`config.mk`:
```
export PLATFORM = sky130hd
export DESIGN_NAME = reg_dbg_flat
export DESIGN_NICKNAME = d
export VERILOG_FILES = /design/src/rtl/beta_pkg.sv /design/src/rtl/reg_dbg_if.sv /design/src/rtl/reg_dbg.sv /design/src/flat_wrapper.sv
export SDC_FILE = /design/constraint.sdc
export NUM_CORES = 1
export LEC_CHECK = 0
export BUFFER_PORTS_ARGS = -buffer_cell sky130_fd_sc_hd__buf_2
export CAP_MARGIN = 20
export CORE_MARGIN = 4
export CORE_UTILIZATION = 43
export DETAILED_ROUTE_END_ITERATION = 16
export GPL_ROUTABILITY_DRIVEN = 0
export PLACE_DENSITY = 0.8
export SLEW_MARGIN = 20
export SYNTH_ARGS = -nofsm -noshare
export SYNTH_HDL_FRONTEND = slang
export SYNTH_SLANG_ARGS = --single-unit
```
`constraint.sdc`:
```
create_clock -name clk -period 2.1 [get_ports clk]
set_clock_uncertainty 0.2 [all_clocks]
set_input_delay 0.105 -clock clk [delete_from_list [all_inputs] [get_ports clk]]
set_output_delay 0.105 -clock clk [all_outputs]
set_load 0.005 [all_outputs]
```
`src/rtl/beta_pkg.sv`:
```
// Shared encodings for the debug register-access port: command opcodes and FSM states.
package beta_pkg;

  typedef enum logic [1:0] {
    OP_READ  = 2'b00,
    OP_WRITE = 2'b01,
    OP_DUMP  = 2'b10,
    OP_RSVD  = 2'b11
  } dbg_op_t;

  typedef enum logic [1:0] {
    ST_IDLE = 2'b00,
    ST_RSP  = 2'b01,
    ST_DUMP = 2'b10
  } dbg_state_t;

  localparam int ADDR_W = 5;
  localparam int DATA_W = 32;
  localparam int RF_AW  = 6;

  // R31 is hardwired to zero in the register file, so writes to it are refused.
  localparam logic [ADDR_W-1:0] RO_IDX = 5'd31;

endpackage

```
`src/rtl/reg_dbg_if.sv`:
```
// Command/response channel of the debug port; master is the debugger, slave is reg_dbg.
interface reg_dbg_if;
  import beta_pkg::*;

  logic              cmd_valid;
  logic              cmd_ready;
  dbg_op_t           cmd_op;
  logic [ADDR_W-1:0] cmd_addr;
  logic [DATA_W-1:0] cmd_data;

  logic              rsp_valid;
  logic              rsp_ready;
  logic [ADDR_W-1:0] rsp_addr;
  logic [DATA_W-1:0] rsp_data;
  logic              rsp_last;
  logic              rsp_err;

  modport master (
    output cmd_valid, cmd_op, cmd_addr, cmd_data, rsp_ready,
    input  cmd_ready, rsp_valid, rsp_addr, rsp_data, rsp_last, rsp_err
  );

  modport slave (
    input  cmd_valid, cmd_op, cmd_addr, cmd_data, rsp_ready,
    output cmd_ready, rsp_valid, rsp_addr, rsp_data, rsp_last, rsp_err
  );

endinterface

```
`src/rtl/reg_dbg.sv`:
```
// Debug access to the CPU register file while halted: single read/write and full dump.
// state | meaning
// IDLE  | waiting for a command (accepted only while halted)
// RSP   | single response held until rsp_ready
// DUMP  | streaming register[index] for index 0..NREGS-1
module reg_dbg
  import beta_pkg::*;
#(
  parameter int NREGS = 32
) (
  input  logic              clk,
  input  logic              rst_n,
  input  logic              halted,
  reg_dbg_if.slave          bus,
  output logic [RF_AW-1:0]  rf_ra,
  input  logic [DATA_W-1:0] rf_rd,
  output logic              rf_we,
  output logic [RF_AW-1:0]  rf_wa,
  output logic [DATA_W-1:0] rf_wd
);

  localparam logic [ADDR_W-1:0] LAST_IDX = ADDR_W'(NREGS - 1);

  dbg_state_t        state;
  logic [ADDR_W-1:0] idx;
  logic              rsp_valid;
  logic [ADDR_W-1:0] rsp_addr;
  logic [DATA_W-1:0] rsp_data;
  logic              rsp_last;
  logic              rsp_err;

  logic cmd_ready;
  logic accept;
  logic wr_ok;

  assign cmd_ready = rst_n && halted && (state == ST_IDLE);
  assign accept    = bus.cmd_valid && cmd_ready;
  assign wr_ok     = accept && (bus.cmd_op == OP_WRITE) && (bus.cmd_addr != RO_IDX);

  assign bus.cmd_ready = cmd_ready;
  assign bus.rsp_valid = rsp_valid;
  assign bus.rsp_addr  = rsp_addr;
  assign bus.rsp_data  = rsp_data;
  assign bus.rsp_last  = rsp_last;
  assign bus.rsp_err   = rsp_err;

  // Write port is live only in the accepting cycle; the register file commits on that edge.
  assign rf_we = wr_ok;
  assign rf_wa = wr_ok ? {1'b0, bus.cmd_addr} : '0;
  assign rf_wd = wr_ok ? bus.cmd_data : '0;

  always_comb begin
    rf_ra = '0;
    if (accept && (bus.cmd_op == OP_READ)) begin
      rf_ra = {1'b0, bus.cmd_addr};
    end else if (rst_n && (state == ST_DUMP)) begin
      rf_ra = {1'b0, idx};
    end
  end

  always_ff @(posedge clk) begin
    if (!rst_n) begin
      state     <= ST_IDLE;
      idx       <= '0;
      rsp_valid <= 1'b0;
      rsp_addr  <= '0;
      rsp_data  <= '0;
      rsp_last  <= 1'b0;
      rsp_err   <= 1'b0;
    end else begin
      case (state)
        ST_IDLE: begin
          if (accept) begin
            rsp_addr <= bus.cmd_addr;
            rsp_last <= 1'b1;
            case (bus.cmd_op)
              OP_READ: begin
                rsp_valid <= 1'b1;
                rsp_data  <= rf_rd;
                rsp_err   <= 1'b0;
                state     <= ST_RSP;
              end
              OP_WRITE: begin
                rsp_valid <= 1'b1;
                rsp_data  <= bus.cmd_data;
                rsp_err   <= (bus.cmd_addr == RO_IDX);
                state     <= ST_RSP;
              end
              OP_DUMP: begin
                rsp_valid <= 1'b0;
                idx       <= '0;
                state     <= ST_DUMP;
              end
              default: begin
                rsp_valid <= 1'b1;
                rsp_data  <= '0;
                rsp_err   <= 1'b1;
                state     <= ST_RSP;
              end
            endcase
          end
        end
        ST_RSP: begin
          if (bus.rsp_ready) begin
            rsp_valid <= 1'b0;
            state     <= ST_IDLE;
          end
        end
        ST_DUMP: begin
          // One bubble per beat: capture when idle, then hold until the handshake.
          if (!rsp_valid) begin
            rsp_valid <= 1'b1;
            rsp_addr  <= idx;
            rsp_data  <= rf_rd;
            rsp_last  <= (idx == LAST_IDX);
            rsp_err   <= 1'b0;
          end else if (bus.rsp_ready) begin
            rsp_valid <= 1'b0;
            if (rsp_last) begin
              state <= ST_IDLE;
            end else begin
              idx <= idx + 5'd1;
            end
          end
        end
        default: begin
          state     <= ST_IDLE;
          rsp_valid <= 1'b0;
        end
      endcase
    end
  end

endmodule

```
`src/flat_wrapper.sv`:
```
// flat-port wrapper written by rule: the top's interface ports become plain ports
module reg_dbg_flat import beta_pkg::*;
#(
  parameter int NREGS = 32
)
  (clk, rst_n, halted, rf_ra, rf_rd, rf_we, rf_wa, rf_wd, bus_cmd_valid, bus_cmd_op, bus_cmd_addr, bus_cmd_data, bus_rsp_ready, bus_cmd_ready, bus_rsp_valid, bus_rsp_addr, bus_rsp_data, bus_rsp_last, bus_rsp_err);
  reg_dbg_if bus_i ();
  input  logic clk;
  input  logic rst_n;
  input  logic halted;
  output logic [RF_AW-1:0] rf_ra;
  input  logic [DATA_W-1:0] rf_rd;
  output logic rf_we;
  output logic [RF_AW-1:0] rf_wa;
  output logic [DATA_W-1:0] rf_wd;
  input wire logic [$bits(bus_i.cmd_valid)-1:0] bus_cmd_valid;
  input wire logic [$bits(bus_i.cmd_op)-1:0] bus_cmd_op;
  input wire logic [$bits(bus_i.cmd_addr)-1:0] bus_cmd_addr;
  input wire logic [$bits(bus_i.cmd_data)-1:0] bus_cmd_data;
  input wire logic [$bits(bus_i.rsp_ready)-1:0] bus_rsp_ready;
  output wire logic [$bits(bus_i.cmd_ready)-1:0] bus_cmd_ready;
  output wire logic [$bits(bus_i.rsp_valid)-1:0] bus_rsp_valid;
  output wire logic [$bits(bus_i.rsp_addr)-1:0] bus_rsp_addr;
  output wire logic [$bits(bus_i.rsp_data)-1:0] bus_rsp_data;
  output wire logic [$bits(bus_i.rsp_last)-1:0] bus_rsp_last;
  output wire logic [$bits(bus_i.rsp_err)-1:0] bus_rsp_err;
  assign bus_i.cmd_valid = bus_cmd_valid;
  assign bus_i.cmd_op = bus_cmd_op;
  assign bus_i.cmd_addr = bus_cmd_addr;
  assign bus_i.cmd_data = bus_cmd_data;
  assign bus_i.rsp_ready = bus_rsp_ready;
  assign bus_cmd_ready = bus_i.cmd_ready;
  assign bus_rsp_valid = bus_i.rsp_valid;
  assign bus_rsp_addr = bus_i.rsp_addr;
  assign bus_rsp_data = bus_i.rsp_data;
  assign bus_rsp_last = bus_i.rsp_last;
  assign bus_rsp_err = bus_i.rsp_err;
  reg_dbg #(.NREGS(NREGS)) u_core (.clk(clk), .rst_n(rst_n), .halted(halted), .bus(bus_i), .rf_ra(rf_ra), .rf_rd(rf_rd), .rf_we(rf_we), .rf_wa(rf_wa), .rf_wd(rf_wd));
endmodule
```
==> metrics.csv <==
stage;metric;value;unit
status;status;complete, no violations;
synth;Mapped Area;2610;um^2
worst_setup_path;CP Max Fanout;9;
drt;post-route ant nets;0;
synth;Syn Area/Cell;8.99;um^2
synth;Mapped Cells;290;
clock_tree;clock sink count;47;
drt;DRT Pass-1 Iters;4;
clock_tree;Clock Latency Late Sink;0.29;ns
worst_setup_path;critical path type;register to primary output;
global_routing;vias in the first global route;2991;
die;initial core utilization;44.3;%
drt;post-DR wirelength/cell;16.5;um
placed_design;HPWL Detailed;6.06;mm
pwr;Peak supply drop;361;uV
worst_setup_path;CP required;1.79;ns
finish;commonest non-fill, non-tap cell in the layout;buf_2;
global_routing;largest net degree at the start of global routing;42;
global_routing;initial antenna violation count;0;
clock_tree;clock buffer depth;2;
timing;setup TNS;0;ns
timing;Setup Viol. Count Final;0;
synth;Async S/R FF share, synth;0;%
clock_tree;CTS H-tree lvls;2;
timing;Slew Limit Headroom;63.6;%
timing;final worst-path cycle share;96.2;%
finish;fin nets;561;
drt;drc violations;0;
placed_design;DP Area;3510;um^2
die;Die H;85.9;um
die;full die area;7370;um^2
finish;Ant. Diodes;0;
pwr;PD cells;501;nW/um^2
clock_tree;TritonCTS Buffers;5;
global_routing;first-pass GRT wire length;14.0;mm
timing;RSZ-0062 raised after global routing;no;
clock_tree;root buffer cell;clkbuf_8;
synth;synth unique cells;37;
worst_setup_path;startpoint types;register;
finish;Final Util;68.3;%
global_routing;GRT Total Usage;23.2;%
worst_setup_path;crit path DAT;1.72;ns
worst_setup_path;Critical Path End Type;primary output;
placed_design;port bufs;159;
finish;P&R area growth vs syn;54.2;%
die;I/O Pins;162;
timing;Worst-Margin Slew;0.544;ns
timing;Hold Fails Final Rpt;0;
die;Cell Rows;28;
drt;Post-Route WL;9.24;mm
pwr;Pwr Total;2.01;mW
timing;final hold slack;0.00179;ns
worst_hold_path;type of the worst min-delay path;input port to register;
global_routing;Remaining Overflow, GRT;0;
clock_tree;CTS tree;built;
synth;EDFF count, synth;0;
drt;DR vias;3078;
timing;fmax;495;MHz
die;Die W;85.9;um
clock_tree;Clock transition at path regs;0.09;ns
synth;Synth warnings;0;
finish;share of post-route cells with drive strength above 1;44.0;%
pwr;leakage;1.90;nW
synth;Yosys reg bits;47;
die;CORE AREA;5890;um^2
timing;Final Max Slew Viols;0;
drt;Via density;5.51;
synth;Seq/Total Area, Yosys;36.1;%
drt;DRT iter0 DRCs;112;
finish;most frequent cells in the layout;buf_2, dfxtp_1, and2_1;
finish;final instance area;4020;um^2
synth;ys flop type;dfxtp_1;
job;Max Cap Violations;0;
timing;Tmin final;2.02;ns
[registers in the layout, summed over array words and instances (netlist names)]
signal                cells
u_core.bus.rsp_last       1
u_core.idx                5
u_core.bus.rsp_addr       5
u_core.state              2
u_core.bus.rsp_data      32
u_core.bus.rsp_err        1
u_core.bus.rsp_valid      1
[cell usage after synthesis (2+ instances only)]
cell type	count	area [um^2]
a211oi_1	13	97.6
a211oi_2	20	250
a21oi_1	6	30.0
a221oi_1	32	280
a32o_1	5	50.1
and2_1	37	231
and3_1	5	31.3
buf_2	10	50.1
buf_4	10	75.1
clkbuf_1	7	26.3
dfxtp_1	47	941
ha_1	2	25.0
inv_1	35	131
mux2i_1	3	30.0
nand2_1	7	26.3
nand2b_1	5	31.3
nand3_1	4	20.0
nand4b_1	2	17.5
nor2_1	15	56.3
nor3_1	3	15.0
o221ai_1	6	52.6
[cells by family after synthesis]
| logic type | share of synthesized area (%) |
|---|---|
| buf+inv | 10.9 |
| fa+ha+maj | 0.960 |
| simple gates | 17.9 |
| mux | 1.58 |
| other cells | 0.144 |
| flops | 36.1 |
| compound gates | 32.5 |
[power breakdown]
group	leakage [nW]	switching [mW]	total, mW	internal [mW]
combinational	1.46	0.223	0.447	0.224
sequential	0.384	0.0281	0.969	0.941
clock	0.0515	0.296	0.597	0.301
[worst max-delay path, cell delays in order, from the launching register on]
cell      delay [ns]
dfxtp_2         0.38
nor2_4          0.16
nand2_2         0.09
a311oi_4        0.21
buf_6           0.16
clkbuf_4        0.17
and2_1          0.13
buf_2           0.12
[layout make-up]
| type | instances | area, um^2 |
|---|---|---|
| Clock buffer | 8 | 100 |
| Fill cell | 497 | 1870 |
| Inverter | 35 | 131 |
| Multi-Input combinational cell | 183 | 1440 |
| Sequential cell | 47 | 942 |
| Tap cell | 75 | 93.8 |
| Timing Repair Buffer | 211 | 1310 |
[routing by layer]
layer  share of wire, %  vias to the layer above  global-route usage [%]
li1                   -                     1446                       -
met1                 40                     1443                    27.5
met2                 50                      161                    40.5
met3                6.9                       28                    4.90
met4                3.0                        0                    9.64
met5                  0                        -                       0
[per-stage QoR]
step / setup WS, ns / std cells
2_1_floorplan: 0.387 / 291
3_3_place_gp: 0.176 / 512
3_5_place_dp: 0.131 / 512
4_1_cts: 0.00715 / 555
5_1_grt: 0.00144 / 559
6_report: 0.0800 / 559
[what timing repair did]
item,CTS,global route
resized for setup,3,8
gates cloned,0,3
pin swaps,0,2
buffers inserted,0,1
setup endpoints to repair,43,66
endpoints found under the hold margin,22,0
hold buffers,35,0
[path summary, 6_finish.rpt]
path	start	endpoint	slack, ns	cells past startpoint
max	u_core.state[1]	rf_wd[12]	0.08	7
min	bus_cmd_data[22]	u_core.bus.rsp_data[22]	0.002	3
max reg2reg	u_core.state[0]	u_core.bus.rsp_data[11]	0.19	5
min reg2reg	u_core.bus.rsp_data[22]	u_core.bus.rsp_data[22]	0.26	2
No activity file was read; power rests on OpenSTA's default activity.
